### src/rtl/glyph_blitter.sv
// glyph_blitter: expands one 8x32 one-bit glyph from a registered-read glyph ROM
// into framebuffer pixel writes. Walks 256 pixels row-major and clips writes at the
// right and bottom framebuffer edges. Bit-0 pixels can be skipped (transparent mode).
module glyph_blitter #(
    parameter int unsigned H_RES   = 320,
    parameter int unsigned V_RES   = 240,
    parameter int unsigned XW      = 9,
    parameter int unsigned YW      = 8,
    parameter int unsigned FB_AW   = 17,
    parameter int unsigned COLOR_W = 16
) (
    input  logic               clock,
    input  logic               reset,
    input  logic               start,
    input  logic [3:0]         char_idx,
    input  logic [XW-1:0]      x0,
    input  logic [YW-1:0]      y0,
    input  logic [COLOR_W-1:0] fg,
    input  logic [COLOR_W-1:0] bg,
    input  logic               transparent,
    output logic               busy,
    output logic               done,
    output logic [11:0]        rom_address,
    input  logic               rom_q,
    output logic               fb_we,
    output logic [FB_AW-1:0]   fb_addr,
    output logic [COLOR_W-1:0] fb_data
);

    localparam logic [1:0] IDLE  = 2'd0;
    localparam logic [1:0] READ  = 2'd1;
    localparam logic [1:0] DRAIN = 2'd2;

    logic [1:0]         state;
    logic [7:0]         cnt;
    logic               drain_cnt;
    logic [3:0]         char_l;
    logic [XW-1:0]      x0_l;
    logic [YW-1:0]      y0_l;
    logic [COLOR_W-1:0] fg_l;
    logic [COLOR_W-1:0] bg_l;
    logic               transparent_l;
    logic [11:0]        rom_address_q;

    // Pixel index delayed one cycle so it lines up with rom_q.
    logic               pix_v;
    logic [7:0]         pix_cnt;

    logic               fb_we_q;
    logic [FB_AW-1:0]   fb_addr_q;
    logic [COLOR_W-1:0] fb_data_q;
    logic               done_q;

    logic [4:0]         row;
    logic [2:0]         col;
    logic [XW:0]        px;
    logic [YW:0]        py;
    logic [31:0]        addr_full;
    logic               clipped;
    logic               skip_bg;

    // Request acceptance, ROM address sequencing and pipeline drain.
    always_ff @(posedge clock or posedge reset) begin
        if (reset) begin
            state         <= IDLE;
            cnt           <= 8'd0;
            drain_cnt     <= 1'b0;
            char_l        <= 4'd0;
            x0_l          <= '0;
            y0_l          <= '0;
            fg_l          <= '0;
            bg_l          <= '0;
            transparent_l <= 1'b0;
            rom_address_q <= 12'd0;
        end else begin
            case (state)
                IDLE: begin
                    if (start) begin
                        char_l        <= char_idx;
                        x0_l          <= x0;
                        y0_l          <= y0;
                        fg_l          <= fg;
                        bg_l          <= bg;
                        transparent_l <= transparent;
                        cnt           <= 8'd0;
                        rom_address_q <= {char_idx, 8'd0};
                        state         <= READ;
                    end
                end
                READ: begin
                    if (cnt == 8'd255) begin
                        // Address holds on the last pixel while the pipeline empties.
                        drain_cnt <= 1'b0;
                        state     <= DRAIN;
                    end else begin
                        cnt           <= cnt + 8'd1;
                        rom_address_q <= {char_l, cnt + 8'd1};
                    end
                end
                DRAIN: begin
                    if (drain_cnt) begin
                        state <= IDLE;
                    end else begin
                        drain_cnt <= 1'b1;
                    end
                end
                default: state <= IDLE;
            endcase
        end
    end

    // Delay the pixel index by the ROM read latency.
    always_ff @(posedge clock or posedge reset) begin
        if (reset) begin
            pix_v   <= 1'b0;
            pix_cnt <= 8'd0;
        end else begin
            pix_v   <= (state == READ);
            pix_cnt <= cnt;
        end
    end

    // Screen position, clip test and linear address of the pixel whose bit is on rom_q.
    always_comb begin
        row       = pix_cnt[7:3];
        col       = pix_cnt[2:0];
        px        = (XW+1)'(x0_l) + (XW+1)'(col);
        py        = (YW+1)'(y0_l) + (YW+1)'(row);
        addr_full = 32'(py) * H_RES + 32'(px);
        clipped   = (32'(px) >= H_RES) || (32'(py) >= V_RES);
        skip_bg   = transparent_l && !rom_q;
    end

    // Framebuffer write port and completion pulse.
    always_ff @(posedge clock or posedge reset) begin
        if (reset) begin
            fb_we_q   <= 1'b0;
            fb_addr_q <= '0;
            fb_data_q <= '0;
            done_q    <= 1'b0;
        end else begin
            fb_we_q <= pix_v && !clipped && !skip_bg;
            done_q  <= pix_v && (pix_cnt == 8'd255);
            if (pix_v) begin
                fb_addr_q <= addr_full[FB_AW-1:0];
                fb_data_q <= rom_q ? fg_l : bg_l;
            end
        end
    end

    assign busy        = (state != IDLE);
    assign done        = done_q;
    assign rom_address = rom_address_q;
    assign fb_we       = fb_we_q;
    assign fb_addr     = fb_addr_q;
    assign fb_data     = fb_data_q;

endmodule

### config.mk
export PLATFORM = sky130hd
export DESIGN_NAME = glyph_blitter
export DESIGN_NICKNAME = d
export VERILOG_FILES = /design/src/rtl/glyph_blitter.sv
export SDC_FILE = /design/constraint.sdc
export NUM_CORES = 1
export LEC_CHECK = 0
export ABC_AREA = 1
export BUFFER_PORTS_ARGS = -buffer_cell sky130_fd_sc_hd__buf_2
export CAP_MARGIN = 20
export CELL_PAD_IN_SITES_DETAIL_PLACEMENT = 1
export CELL_PAD_IN_SITES_GLOBAL_PLACEMENT = 2
export CORE_ASPECT_RATIO = 0.75
export CORE_UTILIZATION = 30
export CTS_CLUSTER_DIAMETER = 60
export DETAILED_ROUTE_END_ITERATION = 8
export GPL_TIMING_DRIVEN = 0
export PLACE_DENSITY = 0.72
export SLEW_MARGIN = 30
export SYNTH_ARGS = -nofsm -noshare
export SYNTH_HDL_FRONTEND = slang
export SYNTH_SLANG_ARGS = --single-unit
### constraint.sdc
create_clock -name clock -period 7.9 [get_ports clock]
set_clock_uncertainty 0.05 [all_clocks]
set_input_delay 1.58 -clock clock [delete_from_list [all_inputs] [get_ports clock]]
set_output_delay 1.58 -clock clock [all_outputs]
set_load 0.02 [all_outputs]
==> results.py <==
metrics = {
    "route": {
        "m1WireLength_um": 8280,
        "wire_per_inst_um": 15.5,
        "routed_wl_um": 16500,
        "drt_iter0_markers": 271,
        "wl_met2_um": 7470,
        "highest-signal-layer": "met4",
        "antenna_left": 0,
        "vias": 4954,
        "drc": 0,
        "wl_met3_um": 553,
        "first_pass_iters": 4,
        "via_per_inst": 4.65,
    },
    "cells_and_area": {
        "regArea_um2": 2830,
        "postLayoutCellArea_um2": 7070,
        "drive_gt1_frac": 0.196,
        "multi_input_area_um2": 2470,
        "finish.utilization": 0.393,
        "layout_common_cells": "273 x nand2_1, 113 x buf_2, 113 x dfrtp_1",
        "nets": 899,
        "fillCellCount": 2229,
        "antennaDiodeCount": 0,
        "area_growth_pct": 26.1,
        "final_common_cell": "nand2_1",
    },
    "clock_network": {
        "cts.sinks": 113,
        "clockBufferDepth": 2,
        "cts-hold-fix-buffers": 0,
        "cts_root_buf": "clkbuf_16",
        "cts_made_buffers": 17,
        "tritoncts": "yes",
        "clkSlewWorstSetupHoldPaths_ns": 0.06,
        "cts_setup_buffers": 0,
        "cts.repair.resized": 0,
        "cts_htree_levels": 4,
        "clock_latency_ns": 0.42,
    },
    "yosys": {
        "yosysWarnings": 0,
        "synth-seq-cells": 113,
        "netlist_area_um2": 5610,
        "postSynthCellCount": 685,
        "synth_fp_nets": 774,
        "synth.distinct_cells": 32,
        "postSynthAreaPerCell_um2": 8.19,
        "seq_area_frac_synth": 0.504,
    },
    "placed_design": {
        "placed_area_um2": 6470,
        "portBuffers": 105,
        "dp_hpwl_um": 12300,
        "gp_congestion": 0.789,
    },
    "power": {
        "p_clk_frac": 0.553,
        "power_density_nw_per_um2": 200,
        "max-vdd-ir-drop_uv": 148,
        "sequentialPowerShare": 0.414,
        "switchingPower_mw": 0.323,
        "leakage_nw": 3.78,
        "sw_frac_of_total": 0.228,
        "intPower_mw": 1.09,
        "p_comb_frac": 0.033,
    },
    "job": {
        "drv_cap": 0,
    },
    "grt": {
        "grt_first_pass_wirelength_um": 27500,
        "overflow": 0,
        "grt_max_degree": 82,
        "grtUsageTotal": 0.185,
        "grt_pass1_vias": 5305,
        "grt_antenna_before_repair": 0,
    },
    "setup_path": {
        "endpoint_kind": "register",
        "cp.arrival_ns": 3.77,
        "crit_slowest_cell": "fa_1",
        "start_kind": "register",
        "cpLargestDelayFamily": "adder cells",
        "worstPathMaxFanout": 6,
        "cpMostUsedCell": "nand2_1",
        "crit_type": "reg2reg",
        "worstPathCellList": "ha_1 > a21oi_1 > nand2_1 > xnor2_1 > inv_1 > ha_1 > ha_1 > fa_1 > nand2_1 > inv_1 > nand4_1 > nand2_1 > nand3_1 > nor2_1 > nand3_1 > nand3_1 > nand2_1",
        "cpPeakStageDelay_ns": 0.56,
        "path_buf_inv": 2,
        "cp_data_required_time_ns": 8.15,
    },
    "die": {
        "io_pins": 106,
        "chipWidth_um": 160,
        "num_rows": 42,
        "fp.coreArea_um2": 18000,
        "die_area_um2": 19200,
        "initial_core_util": 0.312,
        "fp.dieH_um": 120,
    },
    "timing": {
        "period_needed_ns": 3.51,
        "tightest_slew_ns": 0.690,
        "max_freq_mhz": 285,
        "maxSlewHeadroom": 0.540,
        "setup_viol": 0,
        "finalHoldViolCount": 0,
        "finalCritPeriodShare": 0.445,
        "slew_violations": 0,
        "fin_setup_tns_ns": 0,
        "rsz0062_at_grt": "no",
        "whs_ns": 0.397,
    },
    "outcome": {
        "status": "finished clean",
    },
    "worst_hold_path": {
        "holdCritPathClass": "reg2reg",
    },
}
[stage by stage]
stage / worst slack [ns] / power (mW) / instances
6_report: 4.39 / 1.41 / 1065
5_1_grt: 4.00 / 1.46 / 1065
4_1_cts: 4.33 / 1.43 / 1065
3_5_place_dp: 4.36 / 0.644 / 1033
3_3_place_gp: 1.74 / 0.642 / 1032
2_1_floorplan: 3.28 / 0.615 / 685
[cell type report]
class	count	share of cell area
sequential	113	0.400
multi-input combinational	494	0.349
timing repair buffer	106	0.0782
clock buffer	21	0.0665
tap	242	0.0428
inverter	57	0.0313
clock inverter	11	0.0182
buffer	21	0.0140
[metal layers]
layer  track usage  up-vias
met2         0.293       72
met5             0        -
met1         0.254     2422
met4        0.0613        0
met3        0.0364       16
li1              -     2444
[path summary, 6_finish.rpt]
path,startpoint,end,slack (ns),cells after the start
setup / recovery,y0_l[2],fb_addr[15],4.39,17
min in group asynchronous,reset,fg_l[11],1.06,2
setup reg to reg,y0_l[2],fb_addr[15],4.39,17
hold reg to reg,cnt[6],pix_cnt[6],0.40,0
hold / removal,cnt[6],pix_cnt[6],0.40,0
max in group asynchronous,reset,fb_addr[15],6.05,3
[power by group through the flow]
stage / logic (mW) / registers (mW) / clock network [mW]
after floorplan: 0.0141 / 0.601 / 0
after global placement: 0.0459 / 0.596 / 0
after detailed placement: 0.0486 / 0.596 / 0
after CTS: 0.0487 / 0.586 / 0.799
after global routing: 0.0531 / 0.586 / 0.825
final: 0.0469 / 0.586 / 0.782
[synthesized netlist by cell type]
cell      number  share of area
nand2_1      273           0.18
dfrtp_1      113           0.50
o21ai_0       59          0.053
inv_1         54          0.036
nor2_1        37          0.025
ha_1          27          0.060
nand3_1       27          0.024
a21oi_1       16          0.014
clkbuf_1      10         0.0067
nand4_1       10          0.011
buf_2          8         0.0071
xor2_1         8          0.012
xnor2_1        6         0.0094
a31oi_1        4         0.0045
fa_1           4          0.014
nor2_2         3         0.0033
nor3_1         3         0.0027
and3_1         2         0.0022
buf_1          2         0.0013
inv_2          2         0.0013
nand2_2        2         0.0022
nand3_2        2         0.0036
nor2_4         2         0.0040
o31ai_1        2         0.0027
or2_2          2         0.0022
a21boi_0       1         0.0013
a31o_2         1         0.0016
clkbuf_8       1         0.0025
clkinv_1       1        0.00067
nand3b_1       1         0.0013
nor4_1         1         0.0011
o22ai_1        1         0.0011
[sequential cells by signal, summed over array words and instances (netlist names), 5 cells and up]
name,cells
fb_addr,17
pix_cnt,8
x0_l,9
fb_data,16
fg_l,16
rom_address,5
cnt,7
y0_l,8
bg_l,16
[cells by family after synthesis]
| kind of cell | count (synthesis) | synth area share |
|---|---|---|
| flip-flops | 113 | 0.504 |
| adder cells (fa/ha/maj) | 31 | 0.0745 |
| XOR/XNOR | 14 | 0.0219 |
| AND/OR/NAND/NOR | 365 | 0.266 |
| buffers and inverters | 78 | 0.0558 |
| AO/OA/AOI/OAI | 84 | 0.0781 |
Power figures use the tool's default switching activity.
